===== config.mk =====
export PLATFORM = sky130hd
export DESIGN_NAME = c_161_modn_ctrl
export DESIGN_NICKNAME = d
export VERILOG_FILES = /design/src/rtl/c_161_modn_ctrl.sv
export SDC_FILE = /design/constraint.sdc
export NUM_CORES = 1
export LEC_CHECK = 0
export BUFFER_PORTS_ARGS = -buffer_cell sky130_fd_sc_hd__buf_2
export CORE_MARGIN = 10
export CORE_UTILIZATION = 45
export CTS_CLUSTER_DIAMETER = 30
export CTS_CLUSTER_SIZE = 40
export DETAILED_ROUTE_END_ITERATION = 16
export GPL_TIMING_DRIVEN = 0
export PLACE_DENSITY = 0.69
export SETUP_SLACK_MARGIN = 0.05
export SYNTH_ARGS = -nofsm -noshare
export SYNTH_HDL_FRONTEND = slang
export SYNTH_SLANG_ARGS = --single-unit

===== constraint.sdc =====
create_clock -name CP -period 6.5 [get_ports CP]
set_input_delay 1.3 -clock CP [delete_from_list [all_inputs] [get_ports CP]]
set_output_delay 1.3 -clock CP [all_outputs]
set_load 0.01 [all_outputs]

===== src/rtl/c_161_modn_ctrl.sv =====
// Control stage for a 74LVC161 counter: programmable divide-by-N sequencer with
// start/pause/resume, an optional period target and a completed-period tally.
module c_161_modn_ctrl #(
  parameter int unsigned CNT_W = 8
) (
  input  logic             CP,
  input  logic             CR,
  input  logic             start,
  input  logic             stop,
  input  logic [3:0]       mod_n,
  input  logic [CNT_W-1:0] target,
  input  logic [3:0]       Q,
  input  logic             TC,
  output logic             PE,
  output logic             CEP,
  output logic             CET,
  output logic [3:0]       D,
  output logic             period_pulse,
  output logic [CNT_W-1:0] periods,
  output logic             busy,
  output logic             done
);

  typedef enum logic [1:0] {StIdle, StLoad, StRun, StHalt} state_e;

  state_e           state_q, state_d;
  logic [3:0]       d_q, d_d;
  logic [CNT_W-1:0] target_q, target_d;
  logic [CNT_W-1:0] periods_q, periods_d;
  logic [CNT_W-1:0] periods_inc;
  logic             pulse_q, pulse_d;
  logic             done_q, done_d;
  logic             en_q, en_d;
  logic             busy_q, busy_d;
  logic             go;
  logic             run_tc;
  logic             target_hit;

  // stop dominates start in every state
  assign go          = start & ~stop;
  assign run_tc      = (state_q == StRun) & TC;
  assign periods_inc = (&periods_q) ? periods_q : periods_q + CNT_W'(1);
  assign target_hit  = (target_q != '0) && (periods_inc == target_q);

  always_ff @(posedge CP or posedge CR) begin
    if (CR) begin
      state_q <= StIdle;
    end else begin
      state_q <= state_d;
    end
  end

  always_comb begin
    state_d = state_q;
    case (state_q)
      StIdle: if (go) state_d = StLoad;
      StLoad: state_d = StRun;
      StRun: begin
        if (TC && target_hit) begin
          state_d = StIdle;
        end else if (stop) begin
          state_d = StHalt;
        end
      end
      StHalt: if (go) state_d = StRun;
      default: state_d = StIdle;
    endcase
  end

  // PE is the only unregistered output: the reload must land on the TC edge itself
  always_comb begin
    PE = 1'b1;
    case (state_q)
      StLoad:  PE = 1'b0;
      StRun:   PE = ~TC;
      default: PE = 1'b1;
    endcase
  end

  always_comb begin
    d_d       = d_q;
    target_d  = target_q;
    periods_d = periods_q;
    done_d    = done_q;
    pulse_d   = 1'b0;
    if (state_q == StIdle && go) begin
      d_d       = 4'd0 - mod_n;
      target_d  = target;
      periods_d = '0;
      done_d    = 1'b0;
    end
    if (run_tc) begin
      periods_d = periods_inc;
      pulse_d   = 1'b1;
      if (target_hit) done_d = 1'b1;
    end
    en_d   = (state_d == StLoad) || (state_d == StRun);
    busy_d = (state_d != StIdle);
  end

  always_ff @(posedge CP or posedge CR) begin
    if (CR) begin
      d_q       <= 4'd0;
      target_q  <= '0;
      periods_q <= '0;
      pulse_q   <= 1'b0;
      done_q    <= 1'b0;
      en_q      <= 1'b0;
      busy_q    <= 1'b0;
    end else begin
      d_q       <= d_d;
      target_q  <= target_d;
      periods_q <= periods_d;
      pulse_q   <= pulse_d;
      done_q    <= done_d;
      en_q      <= en_d;
      busy_q    <= busy_d;
    end
  end

  assign D            = d_q;
  assign CEP          = en_q;
  assign CET          = en_q;
  assign period_pulse = pulse_q;
  assign periods      = periods_q;
  assign busy         = busy_q;
  assign done         = done_q;

  // Read-back sanity: the counter's TC must agree with its Q while we run it.
  a_tc_matches_q : assert property (@(posedge CP) disable iff (CR)
    (state_q == StRun) |-> (TC == (Q == 4'hF)));

  a_tc_low_in_halt : assert property (@(posedge CP) disable iff (CR)
    (state_q == StHalt) |-> !TC);

  a_q_held_in_halt : assert property (@(posedge CP) disable iff (CR)
    (state_q == StHalt && $past(state_q) == StHalt && !$past(CR)) |-> $stable(Q));

  a_busy_done_excl : assert property (@(posedge CP) disable iff (CR)
    !(busy && done));

endmodule


==> results.cfg, run 1 <==
[timing]
setup_slack_ns = 2.97
maxSlewHeadroom = 0.351
final.period_utilization = 0.543
final-hold-violation-count = 0
slew_of_the_pin_with_the_lowest_slew_margin_ns = 0.973
rsz0062_at_grt = false
report.final.slew_viol_count = 0
finalSetupTns_ns = 0
skew_ns = 0.00717
setup_viol_count_final = 0
maxClockFrequency_mhz = 283
timing.final.crit_period_ns = 3.53

[floorplanning]
core.rowCount = 21
overall_die_area_um2 = 6270
core_area_um2 = 3360
initial_core_util = 0.469
chipWidth_um = 79.2
die_h_um = 79.2
num_io_pins = 39

[critical_path]
arrival_worst_endpoint_ns = 2.23
reg2reg_from = periods[0]$_DFFE_PP0P_
start_kind = primary input
required_ns = 5.20
critPathCaptureType = output pin
setup.worst_path.class = in -> out
worstSetupStartpoint = TC
crit_path_max_fanout = 8

[logic_synthesis]
synth-main-ff-cell = sky130_fd_sc_hd__dfrtp_1
seq_area_frac_synth = 0.413
library_cell_occupying_the_most_area_in_the_post_synthesis_netlist = sky130_fd_sc_hd__dfrtp_1
number_of_standard_cells_after_synthesis = 169
yosys.cell_count.top_type = sky130_fd_sc_hd__nand2_1
synthArstFlopShare = 1.00
synth_top_cell_area_share = 0.413
number_of_enable_type_register_cells_in_the_synthesized_netlist = 0
ys.warnings.count = 0
post_syn_nets = 193
yosysUniqueCellTypes = 46
synth.cells.most_frequent = 39 x sky130_fd_sc_hd__nand2_1, 26 x sky130_fd_sc_hd__dfrtp_1, 8 x sky130_fd_sc_hd__inv_1
synth.cell_area_um2 = 1580
avgSynthCellArea_um2 = 9.33
synth.area.top_cells = sky130_fd_sc_hd__dfrtp_1 41%, sky130_fd_sc_hd__nand2_1 9.3%, sky130_fd_sc_hd__buf_6 3.6%, sky130_fd_sc_hd__a31oi_1 2.4%, sky130_fd_sc_hd__ha_1 2.4%
yosys_register_bits = 26

[drt]
drt_pre_antenna_iters = 4
route.final.wire_length_um = 3860
vias_per_cell = 5.54
vias = 1401
remaining_drc_errors = 0
per_cell_routed_wire_length_um = 15.3
drt_first_iter_violations = 114
detail-route-antenna-nets = 0

[clocking]
cts.path.max_buffers = 2
tritoncts = yes
post_cts_resized = 0
clk-insertion-delay-late_ns = 0.33
clkTransAtPathRegs_ns = 0.14
clockRootBuffer = sky130_fd_sc_hd__clkbuf_4
post_cts.repair.setup_buffers = 0
ctsHoldBuffers = 0
numCtsBuffers = 3
cts_max_level = 1
cts_sinks = 26

[pwr]
switching_share = 0.389
power_frac_seq = 0.419
powerDensity_nw_per_um2 = 296
internal_cell_power_w = 0.000333
vdd.ir_drop.worst_v = 0.000150
share_clk_of_total_power = 0.153
p_sw_w = 0.000212
p_comb_frac = 0.428
power_leakage_nw = 0.863

[status]
outcome = finished clean

[grt]
track_usage = 0.126
grt_pass1_wl_um = 6530
pin_count_of_the_biggest_net_entering_global_routing = 27
antenna_found_initial = 0
number_of_global_route_vias_before_repair = 1364
grt_overflow_total = 0

[finish]
layout.nets = 232
area_delta_synth_final_pct = 16.7
layout-drive-gt1-share = 0.271
finish.cell_count_without_fillers = 253
fillerInstances = 332
num_antenna_cells = 0

[job]
maxCapViolCount = 0

[min_path]
worstHoldStart = D[2]$_DFFE_PP0P_
holdCritPathClass = reg -> reg

[placement]
post-place-ws_ns = 3.00
place.detailed.instances = 249
port_buffers = 34
place_hpwl_um = 2920
gp_congestion = 0.880
==> path summary, 6_finish.rpt <==
kind / end / slack (ns) / depth (start not counted)
min in group asynchronous: target_q[6]$_DFFE_PP0P_ / 1.17 / 2
min: D[2]$_DFFE_PP0P_ / 0.50 / 2
min reg2reg: D[2]$_DFFE_PP0P_ / 0.50 / 2
max: PE / 2.97 / 5
max in group asynchronous: periods[6]$_DFFE_PP0P_ / 4.74 / 2
max reg2reg: CEP$_DFF_PP0_ / 3.85 / 9
==> placed cells by master (no fill, tap or decap), types with 2 or more instances in the layout <==
cell type,n
sky130_fd_sc_hd__a21oi_1,6
sky130_fd_sc_hd__nand2b_1,2
sky130_fd_sc_hd__buf_2,34
sky130_fd_sc_hd__dfrtp_1,26
sky130_fd_sc_hd__buf_6,5
sky130_fd_sc_hd__o21a_1,2
sky130_fd_sc_hd__and3_1,2
sky130_fd_sc_hd__xnor2_1,4
sky130_fd_sc_hd__nand3_2,2
sky130_fd_sc_hd__a31oi_1,6
sky130_fd_sc_hd__a211oi_1,3
sky130_fd_sc_hd__clkbuf_1,4
sky130_fd_sc_hd__nand3b_1,2
sky130_fd_sc_hd__a221oi_1,2
sky130_fd_sc_hd__a311oi_1,2
sky130_fd_sc_hd__nor3_1,7
sky130_fd_sc_hd__clkbuf_4,3
sky130_fd_sc_hd__ha_1,3
sky130_fd_sc_hd__xor2_1,3
sky130_fd_sc_hd__nor2_1,7
sky130_fd_sc_hd__o21ai_0,7
sky130_fd_sc_hd__nand2_1,39
sky130_fd_sc_hd__inv_1,8
sky130_fd_sc_hd__nor4_1,3
==> power groups by stage <==
| stage | registers (W) | clock network [W] | logic [W] |
|---|---|---|---|
| floorplan | 0.000236 | 0 | 0.000164 |
| global placement | 0.000229 | 0 | 0.000230 |
| detailed placement | 0.000232 | 0 | 0.000235 |
| CTS | 0.000228 | 0.0000865 | 0.000235 |
| global route | 0.000235 | 0.0000918 | 0.000259 |
| finish | 0.000228 | 0.0000833 | 0.000233 |
==> critical path: stages <==
cell and delay [ns]:
sky130_fd_sc_hd__buf_2 0.13, sky130_fd_sc_hd__nand3b_1 0.28, sky130_fd_sc_hd__inv_1 0.23, sky130_fd_sc_hd__a21oi_1 0.15
sky130_fd_sc_hd__buf_2 0.14
==> cells by family after synthesis <==
family          count (synthesis)  synth area share
simple gates                   73             0.244
buf+inv                        18            0.0690
fa+ha+maj                       3            0.0238
flops                          26             0.413
compound gates                 39             0.188
xor+xnor                        8            0.0492
mux                             2            0.0135
==> metal layers <==
metal | up-vias | track usage | part of all wire
met5 | - | 0 | 0
met4 | 0 | 0.0323 | 0.0088
met3 | 4 | 0.0405 | 0.093
met2 | 58 | 0.206 | 0.47
met1 | 655 | 0.154 | 0.42
li1 | 684 | - | -
==> final cells by class <==
cell class                      instances  area (um2)  area share
Buffer                                 10        78.8      0.0428
Tap cell                               46        57.6      0.0313
Inverter                                8        30.0      0.0163
Multi-Input combinational cell        125         817       0.444
Sequential cell                        26         651       0.354
Timing Repair Buffer                   34         170      0.0925
Clock buffer                            4        36.3      0.0197
==> metrics by stage <==
stage | cell area (um2) | total power [W] | hold WS (ns) | utilization
floorplan | 1580 | 0.000400 | 0.489 | -
global placement | 1800 | 0.000459 | 0.455 | 0.536
detailed placement | 1800 | 0.000467 | 0.473 | 0.536
CTS | 1840 | 0.000550 | 0.505 | 0.547
global route | 1840 | 0.000585 | 0.545 | 0.547
finish | 1840 | 0.000544 | 0.495 | 0.547
==> state kept, by name, indices dropped and copies added (netlist names) <==
register      count
done              1
periods           8
target_q          8
period_pulse      1
CEP               1
state_q           2
D                 4
busy              1
No activity file was read; power rests on OpenSTA's default activity.
==> run 2: changes to the inputs <==
Settings changed: ABC_AREA set to 1.
Clock period 6.5 ns to 3.4 ns, I/O delays scaled along.
==> results.cfg, run 2 <==
[logic_synthesis]
yosysUniqueCellTypes = 25
synth-main-ff-cell = sky130_fd_sc_hd__dfrtp_1
synthArstFlopShare = 1.00
number_of_enable_type_register_cells_in_the_synthesized_netlist = 0
synth.cell_area_um2 = 1530
number_of_standard_cells_after_synthesis = 208
seq_area_frac_synth = 0.425
yosys_register_bits = 26
synth_top_cell_area_share = 0.425
library_cell_occupying_the_most_area_in_the_post_synthesis_netlist = sky130_fd_sc_hd__dfrtp_1
post_syn_nets = 232
avgSynthCellArea_um2 = 7.36
ys.warnings.count = 0
synth.area.top_cells = sky130_fd_sc_hd__dfrtp_1 43%, sky130_fd_sc_hd__nand2_1 15%, sky130_fd_sc_hd__inv_1 7.4%, sky130_fd_sc_hd__nand3_1 7.2%, sky130_fd_sc_hd__o21ai_0 5.9%
synth.cells.most_frequent = 60 x sky130_fd_sc_hd__nand2_1, 30 x sky130_fd_sc_hd__inv_1, 26 x sky130_fd_sc_hd__dfrtp_1, 22 x sky130_fd_sc_hd__nand3_1, 18 x sky130_fd_sc_hd__o21ai_0
yosys.cell_count.top_type = sky130_fd_sc_hd__nand2_1

[min_path]
worstHoldStart = D[1]$_DFFE_PP0P_
hold_path_depth = 2
holdCritPathClass = reg -> reg
whs_endpoint = D[1]$_DFFE_PP0P_

[pwr]
power_leakage_nw = 0.973
total_power_w = 0.00127
powerDensity_nw_per_um2 = 700
vdd.ir_drop.worst_v = 0.000314

[critical_path]
critPathCaptureType = output pin
crit_path_cell_trace = inv_1 > nor2_1 > nand2_1 > inv_1 > a21oi_1 > buf_2
required_ns = 2.72
timing.rr.end = CEP$_DFF_PP0_
worst-path-buf-inv = 3
crit_path_max_fanout = 7
reg2reg_setup_slack_ns = 1.26
arrival_worst_endpoint_ns = 1.63
max_stage_delay_on_crit_path_ns = 0.42
start_kind = flip-flop
reg2reg_from = periods[0]$_DFFE_PP0P_
cell_seen_most_often_among_critical_path_stages = sky130_fd_sc_hd__inv_1
setup.worst_path.class = reg -> out
crit_family = buffers and inverters
r2r_cells = 11
worstSetupStartpoint = state_q[1]$_DFF_PP0_
critical-path-slowest-cell = sky130_fd_sc_hd__dfrtp_1

[timing]
final.period_utilization = 0.681
maxClockFrequency_mhz = 432
rsz0062_at_grt = false
report.final.slew_viol_count = 0
slew_of_the_pin_with_the_lowest_slew_margin_ns = 0.964
skew_ns = 0.00416
final-hold-violation-count = 0
maxSlewHeadroom = 0.357
setup_slack_ns = 1.09
finalSetupTns_ns = 0
setup_viol_count_final = 0
timing.final.crit_period_ns = 2.31

[clocking]
tritoncts = yes
numCtsBuffers = 3
cts_max_level = 1
cts.path.max_buffers = 2
clockRootBuffer = sky130_fd_sc_hd__clkbuf_4
clkTransAtPathRegs_ns = 0.15
post_cts.repair.setup_buffers = 0
ctsHoldBuffers = 0
clk-insertion-delay-late_ns = 0.33
post_cts_resized = 0
cts_sinks = 26

[floorplanning]
overall_die_area_um2 = 6130
initial_core_util = 0.462
core.rowCount = 21
num_io_pins = 39
chipWidth_um = 78.3
die_h_um = 78.3
core_area_um2 = 3310

[placement]
gp_congestion = 0.888
port_buffers = 34
post_dp_cell_area_um2 = 1760
post-place-ws_ns = 0.991
place_hpwl_um = 2770
place.detailed.instances = 288

[finish]
num_antenna_cells = 0
layout-drive-gt1-share = 0.228
layout_commonest_cell = sky130_fd_sc_hd__nand2_1
leading_cell_types_in_the_layout_fill_and_taps_excluded = 60 x sky130_fd_sc_hd__nand2_1, 34 x sky130_fd_sc_hd__buf_2, 30 x sky130_fd_sc_hd__inv_1, 26 x sky130_fd_sc_hd__dfrtp_1, 22 x sky130_fd_sc_hd__nand3_1
finish.cell_count_without_fillers = 292
layout.nets = 271
area_delta_synth_final_pct = 18.3
postLayoutCellArea_um2 = 1810

[grt]
grt_pass1_wl_um = 6180
number_of_global_route_vias_before_repair = 1401
groute.layer.met1.usage = 0.158
track_usage = 0.120
antenna_found_initial = 0
pin_count_of_the_biggest_net_entering_global_routing = 27
global_route.peak_usage_layer = met2
use_met3 = 0.0239
global_route.usage.met2 = 0.191
grt_overflow_total = 0

[drt]
remaining_drc_errors = 0
detail-route-antenna-nets = 0
per_cell_routed_wire_length_um = 12.2
drt_first_iter_violations = 53
vias = 1381
drt_pre_antenna_iters = 4
route.final.wire_length_um = 3560
vias_per_cell = 4.73

[status]
outcome = finished clean

[job]
maxCapViolCount = 0
## run 2: cell count changes in the layout (fill, tap and decap cells not counted), sizes merged, moves of 4 or more
cell | before | now
nand3 | 4 | 24
o21ai | 7 | 19
inv | 8 | 32
a31oi | 6 | 0
xnor2 | 5 | 1
nor3 | 8 | 4
nor2 | 7 | 17
nand2 | 39 | 68
a21oi | 6 | 2
buf | 40 | 35
## run 2: how the worst max path moves through the flow
stage                     cells past startpoint            end  slack [ns]
after floorplan                              12  CEP$_DFF_PP0_        1.45
after global placement                        9  CEP$_DFF_PP0_        1.02
after detailed placement                      9  CEP$_DFF_PP0_        0.99
after CTS                                     6             PE        1.11
after global routing                         14  CEP$_DFF_PP0_        1.00
final                                         6             PE        1.09
## run 2: cells by family after synthesis
logic type               Yosys count  share of synthesized area
XOR/XNOR                           4                     0.0278
adder cells (fa/ha/maj)            3                     0.0245
flip-flops                        26                      0.425
AND/OR/NAND/NOR                  115                      0.346
AO/OA/AOI/OAI                     25                     0.0883
buffers and inverters             35                     0.0883
## run 2: metrics by stage
stage	hold WS (ns)	util
6_report	0.496	0.547
3_5_place_dp	0.460	0.531
3_3_place_gp	0.457	0.531
2_1_floorplan	0.509	-
4_1_cts	0.496	0.547
5_1_grt	0.522	0.547
## run 2: tightest hold or removal path: stages (launching register included)
cell and delay, ns:
sky130_fd_sc_hd__dfrtp_1 0.38, sky130_fd_sc_hd__nand2_1 0.05, sky130_fd_sc_hd__nand2_1 0.05
## run 2: per-layer routing
metal	vias up	share of wire
li1	740	-
met2	39	0.46
met4	0	0.0059
met1	600	0.48
met5	-	0
met3	2	0.049
## run 2: cell type report
type                       instances  area, um2
fill                             353       1500
multi-input combinational        147        744
sequential                        26        651
timing repair buffer              34        170
inverter                          32        120
tap                               46       57.6
clock inverter                     1       30.0
clock buffer                       3       22.5
buffer                             3       15.0
## run 2: power breakdown
| part | total (W) | internal (W) | switching, W |
|---|---|---|---|
| clock network | 0.000215 | 0.000119 | 0.0000960 |
| logic | 0.000571 | 0.000219 | 0.000352 |
| registers | 0.000482 | 0.000394 | 0.0000877 |
| total | 0.00127 | 0.000732 | 0.000536 |
